[config.mk]
export PLATFORM = sky130hd
export DESIGN_NAME = prbs_burst_ctrl_flat
export DESIGN_NICKNAME = d
export VERILOG_FILES = /design/src/rtl/prbs_burst_ctrl_pkg.sv /design/src/rtl/prbs_burst_ctrl_if.sv /design/src/rtl/prbs_burst_ctrl_lfsr.sv /design/src/rtl/prbs_burst_ctrl.sv /design/src/flat_wrapper.sv
export SDC_FILE = /design/constraint.sdc
export NUM_CORES = 1
export LEC_CHECK = 0
export ABC_AREA = 1
export CELL_PAD_IN_SITES_DETAIL_PLACEMENT = 0
export CELL_PAD_IN_SITES_GLOBAL_PLACEMENT = 2
export CORE_MARGIN = 1.5
export CORE_UTILIZATION = 24
export DETAILED_ROUTE_END_ITERATION = 7
export PLACE_DENSITY_LB_ADDON = 0.2
export SKIP_CTS_REPAIR_TIMING = 1
export SLEW_MARGIN = 15
export SYNTH_ARGS = -nofsm -noshare
export SYNTH_HDL_FRONTEND = slang
export SYNTH_SLANG_ARGS = --single-unit
[constraint.sdc]
create_clock -name clk -period 1.5 [get_ports clk]
set_input_delay 0.225 -clock clk [delete_from_list [all_inputs] [get_ports clk]]
set_output_delay 0.225 -clock clk [all_outputs]
set_load 0.03 [all_outputs]
[src/rtl/prbs_burst_ctrl_pkg.sv]
// Shared types and constants for the PRBS burst controller: FSM states,
// LFSR width, default seed and the X^4 + X^3 + 1 tap positions.
package prbs_pkg;

  localparam int LFSR_W = 4;
  localparam logic [LFSR_W-1:0] SEED_DEFAULT = 4'b0001;
  localparam int TAP_A = 3;
  localparam int TAP_B = 2;

  typedef enum logic {
    IDLE = 1'b0,
    RUN  = 1'b1
  } state_e;

  function automatic logic [LFSR_W-1:0] lfsr_next(input logic [LFSR_W-1:0] s);
    return {s[LFSR_W-2:0], s[TAP_A] ^ s[TAP_B]};
  endfunction

endpackage

[src/rtl/prbs_burst_ctrl_if.sv]
// Command and output-stream bundle of the PRBS burst controller.
// Optional macro PRBS_BURST_CONT_EN adds cmd_cont (continue LFSR across bursts).
interface prbs_burst_ctrl_if #(
  parameter int LEN_W = 8
);
  import prbs_pkg::*;

  logic              cmd_valid;
  logic              cmd_ready;
  logic [LFSR_W-1:0] cmd_seed;
  logic [LEN_W-1:0]  cmd_len;
`ifdef PRBS_BURST_CONT_EN
  logic              cmd_cont;
`endif
  logic              abort;
  logic              out_valid;
  logic              out_ready;
  logic [LFSR_W-1:0] out_data;
  logic              out_last;

  modport master (
`ifdef PRBS_BURST_CONT_EN
    output cmd_cont,
`endif
    output cmd_valid, cmd_seed, cmd_len, abort, out_ready,
    input  cmd_ready, out_valid, out_data, out_last
  );

  modport slave (
`ifdef PRBS_BURST_CONT_EN
    input  cmd_cont,
`endif
    input  cmd_valid, cmd_seed, cmd_len, abort, out_ready,
    output cmd_ready, out_valid, out_data, out_last
  );

endinterface

[src/rtl/prbs_burst_ctrl_lfsr.sv]
// 4-bit Fibonacci LFSR (X^4 + X^3 + 1); load has priority over step.
module lfsr4_core
  import prbs_pkg::*;
(
  input  logic              clk,
  input  logic              rst,
  input  logic              load,
  input  logic [LFSR_W-1:0] load_val,
  input  logic              step,
  output logic [LFSR_W-1:0] state
);

  logic [LFSR_W-1:0] state_q, state_d;

  always_comb begin
    state_d = state_q;
    if (load) begin
      state_d = load_val;
    end else if (step) begin
      state_d = lfsr_next(state_q);
    end
  end

  always_ff @(posedge clk) begin
    if (rst) begin
      state_q <= SEED_DEFAULT;
    end else begin
      state_q <= state_d;
    end
  end

  assign state = state_q;

endmodule

[src/rtl/prbs_burst_ctrl.sv]
// Command-driven burst sequencer streaming LFSR nibbles over valid/ready.
// Optional macro PRBS_BURST_CONT_EN: cmd_cont keeps LFSR state across bursts.
module prbs_burst_ctrl
  import prbs_pkg::*;
#(
  parameter int LEN_W = 8
) (
  input  logic               clk,
  input  logic               rst,
  prbs_burst_ctrl_if.slave   bus,
  output logic               busy,
  output logic               done,
  output logic               err_seed
);

  state_e            state_q, state_d;
  logic [LEN_W-1:0]  remaining_q, remaining_d;
  logic              done_q, done_d;
  logic              err_seed_q, err_seed_d;
  logic              lfsr_load, lfsr_step, cont;
  logic [LFSR_W-1:0] lfsr_state, load_val;
  logic              accept, last;

`ifdef PRBS_BURST_CONT_EN
  assign cont = bus.cmd_cont;
`else
  assign cont = 1'b0;
`endif

  assign accept   = (state_q == IDLE) && bus.cmd_valid;
  assign last     = (remaining_q == LEN_W'(1));
  assign load_val = (bus.cmd_seed == '0) ? SEED_DEFAULT : bus.cmd_seed;

  always_comb begin
    state_d     = state_q;
    remaining_d = remaining_q;
    done_d      = 1'b0;
    err_seed_d  = 1'b0;
    lfsr_load   = 1'b0;
    lfsr_step   = 1'b0;
    case (state_q)
      IDLE: begin
        if (accept) begin
          remaining_d = bus.cmd_len;
          lfsr_load   = !cont;
          err_seed_d  = !cont && (bus.cmd_seed == '0);
          if (bus.cmd_len == '0) begin
            done_d = 1'b1;
          end else begin
            state_d = RUN;
          end
        end
      end
      RUN: begin
        // Abort wins over a same-cycle handshake: the beat is not consumed.
        if (bus.abort) begin
          state_d     = IDLE;
          remaining_d = '0;
          done_d      = 1'b1;
        end else if (bus.out_ready) begin
          lfsr_step   = 1'b1;
          remaining_d = remaining_q - LEN_W'(1);
          if (last) begin
            state_d = IDLE;
            done_d  = 1'b1;
          end
        end
      end
      default: state_d = IDLE;
    endcase
  end

  always_ff @(posedge clk) begin
    if (rst) begin
      state_q     <= IDLE;
      remaining_q <= '0;
      done_q      <= 1'b0;
      err_seed_q  <= 1'b0;
    end else begin
      state_q     <= state_d;
      remaining_q <= remaining_d;
      done_q      <= done_d;
      err_seed_q  <= err_seed_d;
    end
  end

  lfsr4_core u_lfsr (
    .clk      (clk),
    .rst      (rst),
    .load     (lfsr_load),
    .load_val (load_val),
    .step     (lfsr_step),
    .state    (lfsr_state)
  );

  assign bus.cmd_ready = (state_q == IDLE);
  assign bus.out_valid = (state_q == RUN);
  assign bus.out_data  = lfsr_state;
  assign bus.out_last  = (state_q == RUN) && last;
  assign busy          = (state_q == RUN);
  assign done          = done_q;
  assign err_seed      = err_seed_q;

endmodule

[src/flat_wrapper.sv]
// flat-port wrapper written by rule: the top's interface ports become plain ports
module prbs_burst_ctrl_flat import prbs_pkg::*;
#(
  parameter int LEN_W = 8
)
  (clk, rst, busy, done, err_seed, bus_cmd_valid, bus_cmd_seed, bus_cmd_len, bus_abort, bus_out_ready, bus_cmd_ready, bus_out_valid, bus_out_data, bus_out_last);
  prbs_burst_ctrl_if #(.LEN_W(LEN_W)) bus_i ();
  input  logic clk;
  input  logic rst;
  output logic busy;
  output logic done;
  output logic err_seed;
  input wire logic [$bits(bus_i.cmd_valid)-1:0] bus_cmd_valid;
  input wire logic [$bits(bus_i.cmd_seed)-1:0] bus_cmd_seed;
  input wire logic [$bits(bus_i.cmd_len)-1:0] bus_cmd_len;
  input wire logic [$bits(bus_i.abort)-1:0] bus_abort;
  input wire logic [$bits(bus_i.out_ready)-1:0] bus_out_ready;
  output wire logic [$bits(bus_i.cmd_ready)-1:0] bus_cmd_ready;
  output wire logic [$bits(bus_i.out_valid)-1:0] bus_out_valid;
  output wire logic [$bits(bus_i.out_data)-1:0] bus_out_data;
  output wire logic [$bits(bus_i.out_last)-1:0] bus_out_last;
  assign bus_i.cmd_valid = bus_cmd_valid;
  assign bus_i.cmd_seed = bus_cmd_seed;
  assign bus_i.cmd_len = bus_cmd_len;
  assign bus_i.abort = bus_abort;
  assign bus_i.out_ready = bus_out_ready;
  assign bus_cmd_ready = bus_i.cmd_ready;
  assign bus_out_valid = bus_i.out_valid;
  assign bus_out_data = bus_i.out_data;
  assign bus_out_last = bus_i.out_last;
  prbs_burst_ctrl #(.LEN_W(LEN_W)) u_core (.clk(clk), .rst(rst), .bus(bus_i), .busy(busy), .done(done), .err_seed(err_seed));
endmodule
======== After elaboration in Yosys (flattened, before gate mapping) ========
Cells that the tools add are included.
storage, ports and cells
  bits of input ports ..................... 17
  output and inout port bits .............. 10
  logic and storage cells ................. 43
  register bits ........................... 15
cells by class
  equal/unequal tests ..................... 3
  bitwise logic cells ..................... 3
  add/sub/neg operators ................... 1
  muxes and demuxes ....................... 24
  reduce and logical (&&, ||, !) cells .... 7
operator list
  operator               count
  $mux W8                3
  $pmux W8 S2            1
  $mux W1                15
  $mux W4                3
  $eq A8 B1 Y1 const B   1
  $logic_not A8 Y1       1
  $sub A8 B1 Y8 const B  1
  $logic_not A4 Y1       1
  $pmux W1 S2            2
  $ne A3 B3 Y1 const B   1
  $reduce_or A3 Y1       1
  $logic_and A1 B1 Y1    2
  $ne A2 B1 Y1 const B   1
  $not A1 Y1             2
  $reduce_and A2 Y1      1
  $reduce_bool A2 Y1     1
  $xor A1 B1 Y1          1

======== Logic depth before layout (Yosys ltp) ========
Gate-level depths: netlist of run 1.
  depth after elaboration ................. 5
  mapped depth ............................ 8

======== Hierarchy ========
Synthesis of run 1 repeated with hierarchy kept, for this count alone.
second synthesis, totals
  cells, all modules ...................... 146
  area, all modules ....................... 915.9 um^2
modules (own cells, without submodules)
  module           instances  area each (um^2)  cells an instance
  prbs_burst_ctrl  1          716.9             115
  lfsr4_core       1          198.9             31

======== Worst setup path after synthesis of run 1 ========
No wires, ideal clock.
  path type ............................... reg2out
  start point ............................. register u_core.state_q (netlist: u_core.bus.out_valid)
  end point ............................... output port bus_out_last
  cell stages (with the launch flop) ...... 3
  buffers on the path ..................... 0
  setup slack ............................. -0.337 ns
  data required time ...................... 1.275 ns
  arrival time ............................ 1.612 ns
  cells stage by stage .................... dfxtp_1 inv_2 nor3_1
on the way
  word-level cells in the longest chain between the ends .. 1
RTL lines
  what                    RTL line               RTL
  start, declared         prbs_burst_ctrl.sv:16  state_e state_q, state_d;
  start signal, assigned  prbs_burst_ctrl.sv:80  state_q <= state_d;
  $logic_and A1 B1 Y1     prbs_burst_ctrl.sv:99  assign bus.out_last = (state_q == RUN) && last;
  end, declared           flat_wrapper.sv:21     output wire logic [$bits(bus_i.out_last)-1:0] bus_out_last;
No other way between the ends.

======== Worst setup path after layout of run 1 ========
  start point ............................. register u_core.err_seed_q (netlist: u_core.err_seed)
  end point ............................... output port err_seed
RTL lines
  what                    RTL line               RTL
  start, declared         prbs_burst_ctrl.sv:19  logic err_seed_q, err_seed_d;
  start signal, assigned  prbs_burst_ctrl.sv:83  err_seed_q <= err_seed_d;
  end, declared           flat_wrapper.sv:12     output logic err_seed;
No word-level cell between the ends.

==> results of run 1 <==
-- final cells by class --
| type | count | area (um^2) | area share, % |
|---|---|---|---|
| inverter | 24 | 92.6 | 6.73 |
| timing repair buffer | 32 | 324 | 23.6 |
| sequential | 15 | 307 | 22.3 |
| tap | 48 | 60.1 | 4.37 |
| multi-input combinational | 99 | 547 | 39.8 |
| clock buffer | 4 | 45.0 | 3.28 |
-- cell usage after synthesis --
master and n:
nor2_1 14, dfxtp_1 15, o21ai_2 3, a21oi_1 15, buf_2 1, nor2_4 1, nor3_1 3, xnor2_1 1
o21ai_0 15, nand2_2 1, nand4_1 2, o21ai_4 1, o21ai_1 9, nand2_4 1, ha_1 2, inv_1 19
buf_6 1, nand2_1 22, inv_4 1, nand3_1 9, inv_2 4, buf_4 1
-- worst paths after layout --
kind | cells after the start | slack, ns | end | startpoint
setup / recovery | 1 | 0.06 | err_seed | u_core.err_seed
hold / removal | 2 | 0.50 | u_core.u_lfsr.state[1] | u_core.u_lfsr.state[1]
setup reg to reg | 6 | 0.28 | u_core.remaining_q[1] | u_core.remaining_q[1]
hold reg to reg | 2 | 0.50 | u_core.u_lfsr.state[1] | u_core.u_lfsr.state[1]
-- flip-flops by register name (all words and copies together) (netlist names) --
register	flops
u_core.done	1
u_core.u_lfsr.state	4
u_core.err_seed	1
u_core.remaining_q	8
u_core.bus.out_valid	1
-- power groups by stage --
stage	registers, mW	logic, mW	clock network (mW)
after floorplan	0.496	0.210	0
after detailed placement	0.478	0.371	0
final	0.473	0.385	0.344
after CTS	0.470	0.373	0.355
after global routing	0.480	0.427	0.383
after global placement	0.478	0.374	0
-- per-stage QoR --
stage / util (%) / TNS, ns / hold slack, ns
final: 37.3 / 0 / 0.495
after global routing: 37.3 / -0.00233 / 0.527
after CTS: 35.4 / -0.676 / 0.505
after detailed placement: 34.2 / 0 / 0.493
after global placement: 34.2 / -0.000576 / 0.488
after floorplan: - / 0 / 0.294
-- routing by layer --
metal,vias to the layer above,global-route usage [%],part of all wire [%]
met5,-,0,0
met4,0,4.69,0.61
met3,2,2.26,3.4
met2,17,24.7,51
met1,442,17.7,45
li1,525,-,-
-- kinds of logic after synthesis --
| kind of cell | synth area share [%] |
|---|---|
| compound gates | 25.7 |
| flops | 32.5 |
| fa+ha+maj | 2.71 |
| xor+xnor | 0.947 |
| simple gates | 25.6 |
| buf+inv | 12.6 |
==> reports/metrics.cfg, run 1 <==
[synthesis]
seq_area_frac_synth_pct = 32.5
syn-cell-area_um2 = 925
syn_avg_cell_area_um2 = 6.56
synthTopCellsByArea = dfxtp_1 32%, nand2_1 8.9%, a21oi_1 8.1%, o21ai_0 8.1%, inv_1 7.7%
yosysTopAreaCellShare_pct = 32.5
synth.distinct_cells = 22
synth_top_area_cell = dfxtp_1
synthesis.instances = 141
syn_nets = 160
ys_ff_latch = 15
yosysWarnings = 0

[sta]
setup_slack_ns = 0.0554
post-route-min-period_ns = 1.44
slew_headroom_pct = 75.8
finalCritPeriodShare_pct = 96.3
tightest_slew_ns = 0.363
skew_ns = 0.00375
hold_viol = 0
setup_viol_count_final = 0
clock.fmax_ghz = 0.692
finalMaxSlewViolations = 0
rsz0062_at_grt = true

[clock_tree]
cts_tree = built
path_clk_slew_ns = 0.07
cts_inserted_buffers = 3
clock_sinks = 15
clockRootBuffer = clkbuf_8
cts_max_level = 1
clk_latency_ns = 0.25
cts_buffer_depth = 2

[critical_path]
cp.required_ns = 1.27
cp.arrival_ns = 1.22
critPathMaxStageDelay_ns = 0.66
critPathMaxFanout = 1
startpoint_type = flip-flop
crit_path_end_kind = output port
critPathBufInv = 1
path_cells = clkdlybuf4s50_1
crit_type = reg -> out
cp_slowest_cell = clkdlybuf4s50_1
critPathTopFamily = buffers and inverters

[routing]
drcViolationCount = 0
ant_nets = 0
drt_iter0_markers = 24
wl_um = 2810
vias = 986
drt-vias-per-instance = 4.44
wl_per_cell_um = 12.6
first_pass_iters = 4

[place]
portBuffers = 26
post-place-ws_ns = 0.000815
place_congestion = 0.766
hpwl_um = 2220
dpl_cell_area_mm2 = 0.00126
dp_cells = 216

[power]
power.leakage_nw = 0.656
vdd_drop_max_uv = 316
comb_power_share_pct = 32.0
power.density_mw_per_mm2 = 875
swShare_pct = 34.6
p_seq_share_pct = 39.3
clock_power_share_pct = 28.6
finalPower_mw = 1.20
p_int_uw = 786
p_switching_uw = 417

[status]
status = finished clean

[grt]
antenna_found_initial = 0
grt_pass1_vias = 958
grt_max_degree = 16
grt_overflow = 0
grt_pass1_wl_um = 4520
track_usage_pct = 14.2

[layout]
mostFrequentLayoutCells = 22 x nand2_1, 18 x inv_1, 18 x clkdlybuf4s50_1
syn_to_final_growth_pct = 48.7
final_cell_area_mm2 = 0.00138
nFillCells = 406
layout.cells.non_filler = 222
drive_gt1_share_pct = 17.2
nNetsFinal = 194
num_antenna_cells = 0
layout_commonest_cell = nand2_1

[floorplanning]
core_area_mm2 = 0.00369
initial_utilization_pct = 25.1
die_w_um = 65.1
dieArea_mm2 = 0.00423
io_pins = 27
die_h_um = 65.1
core.rowCount = 22

[hold_path]
hold_class = reg -> reg

[job]
cap_violations = 0

Note: power is estimated with default switching activity, not from simulation.
==> run 2: changes to the inputs <==
--- a/config.mk
+++ b/config.mk
@@ -13,7 +13,7 @@
 export DETAILED_ROUTE_END_ITERATION = 7
 export PLACE_DENSITY_LB_ADDON = 0.2
 export SKIP_CTS_REPAIR_TIMING = 1
-export SLEW_MARGIN = 15
+export SLEW_MARGIN = 20
 export SYNTH_ARGS = -nofsm -noshare
 export SYNTH_HDL_FRONTEND = slang
 export SYNTH_SLANG_ARGS = --single-unit
==> results of run 2 <==
The final DEF is identical to that of run 1; final timing and power are the same.
==> run 3: changes to the inputs <==
--- a/config.mk
+++ b/config.mk
@@ -9,11 +9,10 @@
 export CELL_PAD_IN_SITES_DETAIL_PLACEMENT = 0
 export CELL_PAD_IN_SITES_GLOBAL_PLACEMENT = 2
 export CORE_MARGIN = 1.5
-export CORE_UTILIZATION = 24
+export CORE_UTILIZATION = 26
 export DETAILED_ROUTE_END_ITERATION = 7
 export PLACE_DENSITY_LB_ADDON = 0.2
 export SKIP_CTS_REPAIR_TIMING = 1
-export SLEW_MARGIN = 20
 export SYNTH_ARGS = -nofsm -noshare
 export SYNTH_HDL_FRONTEND = slang
 export SYNTH_SLANG_ARGS = --single-unit
==> constraint.sdc (replaced) <==
create_clock -name clk -period 1.7 [get_ports clk]
set_input_delay 0.255 -clock clk [delete_from_list [all_inputs] [get_ports clk]]
set_output_delay 0.255 -clock clk [all_outputs]
set_load 0.03 [all_outputs]
==> reports/metrics.cfg, run 3 (synthesis results as in run 1) <==
[status]
status = finished clean

[critical_path]
reg2reg_slack_ns = 0.46
critPathBufInv = 1
critPathTopFamily = buffers and inverters
cp.required_ns = 1.44
critPathMaxFanout = 4
crit_path_end_kind = output port
critPathMaxStageDelay_ns = 0.69
startpoint_type = flip-flop
cp_slowest_cell = clkdlybuf4s50_1
path_cells = clkdlybuf4s50_1
cp.arrival_ns = 1.39
crit_type = reg -> out

[layout]
syn_to_final_growth_pct = 36.9
nFillCells = 396
final_cell_area_mm2 = 0.00127
drive_gt1_share_pct = 12.4
largest_reg_flops = 8
mostFrequentLayoutCells = 22 x nand2_1, 22 x clkdlybuf4s50_1, 18 x inv_1
regMostFlops = u_core.remaining_q
nNetsFinal = 189
multi_input_area_um2 = 515
regArea_um2 = 300
num_antenna_cells = 0

[place]
hpwl_um = 2020
place_congestion = 0.757
dpl_cell_area_mm2 = 0.00123
portBuffers = 26

[floorplanning]
die_h_um = 62.6
core_area_mm2 = 0.00336
io_pins = 27
initial_utilization_pct = 27.5
die_w_um = 62.6
dieArea_mm2 = 0.00392
core.rowCount = 21

[clock_tree]
clk_latency_ns = 0.29
cts_tree = built
cts_max_level = 1
cts_buffer_depth = 2
path_clk_slew_ns = 0.11
clockRootBuffer = clkbuf_4
clock_sinks = 15
cts_inserted_buffers = 3

[sta]
clock.fmax_ghz = 0.608
tightest_slew_ns = 0.324
slew_headroom_pct = 78.4
skew_ns = 0.0139
rsz0062_at_grt = false
post-route-min-period_ns = 1.65
finalCritPeriodShare_pct = 96.8
hold_viol = 0
setup_viol_count_final = 0
finalMaxSlewViolations = 0

[power]
vdd_drop_max_uv = 450
finalPower_uw = 941
power.density_mw_per_mm2 = 743
power.leakage_nw = 0.562

[routing]
vias = 971
wl_um = 2530
drcViolationCount = 0
drt-vias-per-instance = 4.52
drt_iter0_markers = 45
wl_per_cell_um = 11.8
ant_nets = 0
first_pass_iters = 4

[grt]
antenna_found_initial = 0
grt_max_degree = 16
grt_pass1_vias = 847
grt_pass1_wl_um = 4130
grt_overflow = 0
track_usage_pct = 13.5

[job]
cap_violations = 0

[hold_path]
hold_class = reg -> reg

-- run 3: layout make-up --
type,instances,share of cell area (%)
Tap cell,46,4.55
Sequential cell,15,23.7
Multi-Input combinational cell,99,40.7
Inverter,24,7.31
Clock buffer,3,1.78
Clock inverter,1,0.395
Timing Repair Buffer,27,21.5
-- run 3: path summary, 6_finish.rpt --
check / cells past startpoint / from / to
max reg2reg: 7 / u_core.remaining_q[0] / u_core.done
max: 1 / u_core.u_lfsr.state[2] / bus_out_data[2]
min: 2 / u_core.u_lfsr.state[1] / u_core.u_lfsr.state[1]
min reg2reg: 2 / u_core.u_lfsr.state[1] / u_core.u_lfsr.state[1]
-- run 3: stage by stage --
stage	TNS, ns	utilization (%)	hold slack, ns	cells	worst slack (ns)
after floorplan	0	-	0.324	141	0.0784
after global placement	0	36.5	0.477	211	0.213
after detailed placement	0	36.5	0.485	211	0.176
after CTS	-0.0304	37.4	0.500	215	-0.0304
after global routing	0	37.6	0.528	215	0.00877
final	0	37.6	0.500	215	0.0545
-- run 3: routing by layer --
metal	share of wire, %	vias to the layer above	track usage (%)
li1	-	519	-
met1	50	419	20.0
met2	43	31	19.8
met3	6.8	2	3.96
met4	0.55	0	1.67
met5	0	-	0
-- run 3: power breakdown --
part	internal, mW	leakage, nW	switching (mW)
Clock	0.0875	0.0177	0.127
Combinational	0.128	0.420	0.186
Sequential	0.383	0.124	0.0299
